$ cat config.mk
export PLATFORM = sky130hd
export DESIGN_NAME = branch_predictor
export DESIGN_NICKNAME = d
export VERILOG_FILES = /design/src/rtl/branch_predictor.sv
export SDC_FILE = /design/constraint.sdc
export NUM_CORES = 2
export LEC_CHECK = 0
export ABC_CLOCK_PERIOD_IN_PS = 6800
export BUFFER_PORTS_ARGS = -buffer_cell sky130_fd_sc_hd__buf_2
export CORE_UTILIZATION = 34
export DETAILED_ROUTE_END_ITERATION = 8
export PLACE_DENSITY_LB_ADDON = 0.08
export SLEW_MARGIN = 20
export SYNTH_ARGS = -nofsm -noshare
export SYNTH_HDL_FRONTEND = slang
export SYNTH_SLANG_ARGS = --single-unit
$ cat constraint.sdc
create_clock -name clk -period 6.8 [get_ports clk]
set_input_delay 1.36 -clock clk [delete_from_list [all_inputs] [get_ports clk]]
set_output_delay 1.36 -clock clk [all_outputs]
set_load 0.01 [all_outputs]
$ cat src/rtl/branch_predictor.sv
// Direct-mapped 16-entry branch target buffer with 2-bit counters, resolved in execute.
// Fetch predicts combinationally; execute verifies, retrains and counts branches/mispredicts.
module branch_predictor (
    input  logic        clk,
    input  logic        reset,
    input  logic [31:0] PCF,
    output logic        PredTakenF,
    output logic [31:0] PredTargetF,
    input  logic        ValidE,
    input  logic        BranchE,
    input  logic        JumpE,
    input  logic        PCSrcE,
    input  logic [31:0] PCE,
    input  logic [31:0] PCTargetE,
    input  logic [31:0] PCPlus4E,
    input  logic        PredTakenE,
    input  logic [31:0] PredTargetE,
    output logic        MispredictE,
    output logic [31:0] RedirectPCE,
    output logic [15:0] BranchCount,
    output logic [15:0] MispredCount
);

    localparam int unsigned Entries = 16;

    logic        valid_q  [Entries];
    logic [25:0] tag_q    [Entries];
    logic [31:0] target_q [Entries];
    logic [1:0]  ctr_q    [Entries];

    logic [15:0] branch_cnt_q, branch_cnt_d;
    logic [15:0] mispred_cnt_q, mispred_cnt_d;

    logic [3:0]  idx_f, idx_e;
    logic        hit_f, hit_e;
    logic        resolve, stale, is_ctrl;

    logic        ent_we;
    logic        ent_valid_d;
    logic [25:0] ent_tag_d;
    logic [31:0] ent_target_d;
    logic [1:0]  ent_ctr_d;

    logic        unused_bits;
    assign unused_bits = ^{PCF[1:0], PCE[1:0]};

    // Fetch lookup reads registered contents only, so same-cycle updates appear next cycle.
    assign idx_f       = PCF[5:2];
    assign hit_f       = valid_q[idx_f] && (tag_q[idx_f] == PCF[31:6]);
    assign PredTakenF  = hit_f & ctr_q[idx_f][1];
    assign PredTargetF = PredTakenF ? target_q[idx_f] : 32'h0;

    assign idx_e   = PCE[5:2];
    assign hit_e   = valid_q[idx_e] && (tag_q[idx_e] == PCE[31:6]);
    assign is_ctrl = BranchE | JumpE;
    assign resolve = ValidE & is_ctrl;
    assign stale   = ValidE & ~is_ctrl & PredTakenE;

    assign MispredictE = ValidE & ((is_ctrl & ((PredTakenE != PCSrcE) |
                                    (PCSrcE & PredTakenE & (PredTargetE != PCTargetE)))) |
                                   (~is_ctrl & PredTakenE));
    assign RedirectPCE = (PCSrcE & is_ctrl) ? PCTargetE : PCPlus4E;

    always_comb begin
        ent_we       = 1'b0;
        ent_valid_d  = valid_q[idx_e];
        ent_tag_d    = tag_q[idx_e];
        ent_target_d = target_q[idx_e];
        ent_ctr_d    = ctr_q[idx_e];
        if (resolve) begin
            if (hit_e) begin
                ent_we = 1'b1;
                if (JumpE) begin
                    ent_ctr_d = 2'b11;
                end else if (PCSrcE) begin
                    ent_ctr_d = (ctr_q[idx_e] == 2'b11) ? 2'b11 : ctr_q[idx_e] + 2'd1;
                end else begin
                    ent_ctr_d = (ctr_q[idx_e] == 2'b00) ? 2'b00 : ctr_q[idx_e] - 2'd1;
                end
                if (PCSrcE) begin
                    ent_target_d = PCTargetE;
                end
            end else if (PCSrcE) begin
                ent_we       = 1'b1;
                ent_valid_d  = 1'b1;
                ent_tag_d    = PCE[31:6];
                ent_target_d = PCTargetE;
                ent_ctr_d    = JumpE ? 2'b11 : 2'b10;
            end
        end else if (stale) begin
            ent_we      = 1'b1;
            ent_valid_d = 1'b0;
        end
    end

    always_comb begin
        branch_cnt_d  = branch_cnt_q;
        mispred_cnt_d = mispred_cnt_q;
        if (resolve && branch_cnt_q != 16'hFFFF) begin
            branch_cnt_d = branch_cnt_q + 16'd1;
        end
        if (MispredictE && mispred_cnt_q != 16'hFFFF) begin
            mispred_cnt_d = mispred_cnt_q + 16'd1;
        end
    end

    always_ff @(posedge clk) begin
        if (reset) begin
            for (int i = 0; i < Entries; i++) begin
                valid_q[i]  <= 1'b0;
                tag_q[i]    <= 26'h0;
                target_q[i] <= 32'h0;
                ctr_q[i]    <= 2'b00;
            end
            branch_cnt_q  <= 16'h0;
            mispred_cnt_q <= 16'h0;
        end else begin
            if (ent_we) begin
                valid_q[idx_e]  <= ent_valid_d;
                tag_q[idx_e]    <= ent_tag_d;
                target_q[idx_e] <= ent_target_d;
                ctr_q[idx_e]    <= ent_ctr_d;
            end
            branch_cnt_q  <= branch_cnt_d;
            mispred_cnt_q <= mispred_cnt_d;
        end
    end

    assign BranchCount  = branch_cnt_q;
    assign MispredCount = mispred_cnt_q;

endmodule

-- After elaboration in Yosys (flattened, before gate mapping)
Memories as Yosys holds them, arrays and structs flattened.
Index checks and enable logic that the tools add are counted.
- input bits: 167
- memories: 4
- logic and storage cells: 83
- memory bits (writable): 976
- output and inout port bits: 98
- flip-flop bits (word level): 32
- memories (name ; words ; width ; read ports ; clocked after Yosys merged registers in ; write ports ; line ; source):
    target_q ; 16 ; 32 ; 1 ; 0 ; 16 ; 28 ; logic [31:0] target_q [Entries];
    tag_q ; 16 ; 26 ; 2 ; 0 ; 16 ; 27 ; logic [25:0] tag_q [Entries];
    ctr_q ; 16 ; 2 ; 2 ; 0 ; 16 ; 29 ; logic [1:0] ctr_q [Entries];
    valid_q ; 16 ; 1 ; 2 ; 0 ; 16 ; 26 ; logic valid_q [Entries];
- muxes and demuxes: 40
- reductions and logical operators: 10
- add/subtract/negate cells: 4
- equal/unequal tests: 9
- bitwise logic cells: 14
- operator list (operator ; number):
    $mux W32 ; 5
    $mux W26 ; 4
    $eq A26 B26 Y1 ; 2
    $add A16 B1 Y16 const B ; 2
    $ne A16 B16 Y1 const B ; 2
    $ne A32 B32 Y1 ; 1
    $reduce_or A32 Y1 ; 1
    $reduce_or A26 Y1 ; 1
    $mux W1 ; 19
    $mux W2 ; 8
    $mux W4 ; 4
    $and A1 B1 Y1 ; 10
    $logic_and A1 B1 Y1 ; 4
    $or A1 B1 Y1 ; 3
    $reduce_and A3 Y1 ; 1
    $add A2 B1 Y2 const B ; 1
    $eq A2 B2 Y1 const B ; 1
    $logic_not A2 Y1 ; 1
    $ne A2 B2 Y1 const B ; 1
    $reduce_or A2 Y1 ; 1
    $sub A2 B1 Y2 const B ; 1
    $ne A1 B1 Y1 ; 1
    $ne A1 B1 Y1 const B ; 1
    $not A1 Y1 ; 1
    $reduce_or A1 Y1 ; 1

-- Logic depth before layout (Yosys ltp)
- depth in word-level cells: 12
- depth in mapped cells: 17
- depth with buffers taken out: 9

-- Least setup slack after synthesis
OpenSTA, ideal clock, no wires.
- path type: input-to-output
- from: input port PCF[2]
- to: output port PredTargetF[11]
- stages on the path: 9
- arrival time: 4527 ps
- required time: 5440 ps
- path slack: 913 ps
- path buffers: 6
- path through: clkbuf_1 buf_2 buf_1 clkbuf_1 buf_2 buf_2 mux4_2 mux4_2 nor2b_1
- longest elaborated chain between the ends: 5
- elaborated cells on any way between the ends: 8
- ends and longest elaborated chain (what ; line ; source):
    from (decl) ; 6 ; input logic [31:0] PCF,
    $mem_v2 Z16 W26 ; - ;
    $eq A26 B26 Y1 ; 49 ; assign hit_f = valid_q[idx_f] && (tag_q[idx_f] == PCF[31:6]);
    $logic_and A1 B1 Y1 ; 49 ;
    $and A1 B1 Y1 ; 50 ; assign PredTakenF = hit_f & ctr_q[idx_f][1];
    $mux W32 (*) ; 51 ; assign PredTargetF = PredTakenF ? target_q[idx_f] : 32'h0;
    to (decl) ; 8 ; output logic [31:0] PredTargetF,
Mark *: on every way between the ends. The rest lies on a longest branch, timed or not.

-- Final worst setup path
- from: input port PCF[2]
- to: output port PredTargetF[6]
The elaborated chain is that of the path after synthesis.

==> out/results.ini <==
[synthesis]
synthDominantCellAreaShare_pct=56.7
synth-seq-area-share_pct=57.9
async_reset_ff_share_pct=0
netlist_instances=3562
ys.flop_type=edfxtp_1
netlist_area_um2=51700
synth.avg_cell_area_um2=14.5
ys_types=77
yosysWarningCount=0
synth.most_common_cell=edfxtp_1
synth_fp_nets=3732
yosysTopAreaCell=edfxtp_1
synth_edf_count=976
ys_ff_latch=1008
ys_top_cells_by_count=976 x edfxtp_1, 407 x nor2_1, 396 x mux4_2, 326 x and2_1, 215 x a21oi_1
yosys-top-cells-area=edfxtp_1 57%, mux4_2 17%, and2_1 3.9%, nor2_1 3.0%, a21oi_1 2.1%

[clock_network]
path_clk_slew_ns=0.05
root_buffer=clkbuf_16
ctsResizeCount=0
postCtsSetupRepairBufs=0
cts.htree.levels=3
hold_buffers=0
numCtsBuffers=118
cts_sinks=1008
clock_latency_ns=0.77
cts_tree=built
clockBufferDepth=3

[pwr]
p_per_area_nw_per_um2=255
netSwitchingPower_mw=3.98
max-vdd-ir-drop_mv=0.224
p_leak_nw=20.3
power.internal_mw=11.3
switching_share_pct=26.0
power_frac_seq_pct=46.9
pwr-share-clk_pct=41.3
power_frac_comb_pct=11.9

[min_path]
min_to=MispredCount[1]$_SDFFE_PP0P_
hp-class=reg -> reg
holdPathStages=2
hold_path.startpoint=MispredCount[1]$_SDFFE_PP0P_

[timing]
fin_crit_ns=6.50
slew_violations=0
worst_pin_slew_ns=1.15
max_freq_mhz=154
worst_slew_margin_rel_pct=23.3
fin_crit_sh_pct=95.6
rsz0062_at_grt=false
setup_viol=0
setup_tns_ns=0
clock_skew_ns=0.0516
hold_viol_final=0

[status]
outcome=completed

[cells_and_area]
layout-drive-gt1-share_pct=32.6
layout.cells.non_filler=5915
n_fill_cell=14098
areaGrowthSynthToFinish_pct=16.0
num-nets-final=3961

[detailed_routing]
routed_wl_mm=199
route.detailed.drc=0
wl_per_cell_um=33.7
vias=33661
first_pass_iters=7
vias_per_cell=5.69
first_iter_violations=3546
drtAntennaViolNets=0

[setup_path]
required_ns=5.44
path_class=in -> out
arrival_ns=5.14
cp_max_fo=24
endpoint_kind=primary output
r2r-end=tag_q[13][17]$_SDFFCE_PN0P_
rr_worst_depth=9
r2r-start=tag_q[7][15]$_SDFFCE_PN0P_
rrSetupSlack_ns=2.26
critical_path.startpoint_type=input pin

[grt]
overflow=0
grt_usage_pct=25.9
grt_first_pass_wirelength_mm=276
grt_max_degree=97
grt_pass1_vias=33790
antenna_found_initial=17

[run]
cap_violations=0

[place]
dpl.cell_count=5687
gp_congestion=0.832
dp_hpwl_mm=119
port-buffer-count=260

[floorplan]
ioPinCount=265
initial_utilization_pct=34.4
dieArea_um2=154000
fp.dieW_um=392
core_area_um2=150000
die_h_um=392
rows=142

==> critical path, cell delays in order <==
cell,delay (ns)
buf_8,0.27
buf_4,0.35
mux4_2,0.54
mux4_2,0.48
xnor2_1,0.25
buf_4,0.24
nand4_1,0.10
nor3_1,0.32
buf_4,0.21
nand4_1,0.23
buf_12,0.26
buf_12,0.17
nor2b_1,0.12
buf_2,0.14
==> per-stage QoR <==
step	hold slack [ns]	worst slack, ns	utilization (%)	instance area [um2]	power, mW
after global placement	0.483	0.212	37.3	56200	9.13
after floorplan	0.508	0.913	-	51700	8.35
after detailed placement	0.489	0.258	37.3	56200	9.14
after global routing	0.515	0.103	39.9	60000	15.8
final	0.493	0.301	39.9	60000	15.3
after CTS	0.497	0.257	39.9	60000	15.5
==> how the worst max path moves through the flow <==
stage,depth (start not counted),startpoint,endpoint
3_3_place_gp,14,PCF[2],PredTargetF[29]
3_5_place_dp,14,PCF[2],PredTargetF[29]
5_1_grt,14,PCF[2],PredTargetF[4]
4_1_cts,13,PCF[2],PredTargetF[29]
2_1_floorplan,9,PCF[2],PredTargetF[11]
6_report,14,PCF[2],PredTargetF[6]
==> power by group through the flow <==
stage | clock network (mW) | logic [mW] | registers [mW]
global placement | 0 | 1.83 | 7.31
CTS | 6.46 | 1.83 | 7.18
detailed placement | 0 | 1.83 | 7.31
finish | 6.33 | 1.82 | 7.18
floorplan | 0 | 1.08 | 7.27
global route | 6.68 | 1.90 | 7.21
==> layout by cell type (no fill, tap or decap), drive strengths merged, types with 16 or more instances in the layout <==
master    n
a21oi   315
a22oi    19
and2    326
buf     441
clkbuf  150
clkinv   63
dfxtp    32
edfxtp  976
inv      16
mux2     55
mux2i    83
mux4    396
nand2    94
nand2b   29
nand3    40
nand4    25
nor2    407
nor2b    46
nor3     56
nor4     26
o21ai    53
xnor2    44
xor2     61
==> state kept, by name, indices dropped and copies added, names as in the netlist <==
signal / count
BranchCount: 16
MispredCount: 16
ctr_q: 32
tag_q: 416
target_q: 512
valid_q: 16
==> kinds of logic (layout without fill, tap and decap cells) <==
kind of cell | count (synthesis) | in the layout | share of synthesized area [%]
other | 0 | 3 | 0
adder cells (fa/ha/maj) | 4 | 4 | 0.0919
flip-flops | 1008 | 1008 | 57.9
multiplexers | 534 | 534 | 20.1
AO/OA/AOI/OAI | 468 | 468 | 5.96
AND/OR/NAND/NOR | 1096 | 1096 | 11.0
buffers and inverters | 347 | 681 | 3.17
XOR/XNOR | 105 | 105 | 1.78
==> metal layers <==
layer | vias to the layer above | track usage [%] | wire length, um
met1 | 18006 | 34.9 | 84800
met5 | - | 0 | 80
li1 | 14174 | - | -
met4 | 14 | 6.53 | 4290
met2 | 1226 | 43.8 | 98800
met3 | 241 | 3.44 | 11400
==> area by class of cell <==
cell class	count	area, um2	area share [%]
Inverter	14	52.6	0.0875
Sequential cell	1008	29900	49.9
Timing Repair Buffer	442	3130	5.22
Antenna cell	3	7.51	0.0125
Clock inverter	76	739	1.23
Multi-Input combinational cell	2207	20600	34.2
Clock buffer	149	3070	5.11
Tap cell	2016	2520	4.20
No activity file was read; power rests on OpenSTA's default activity.
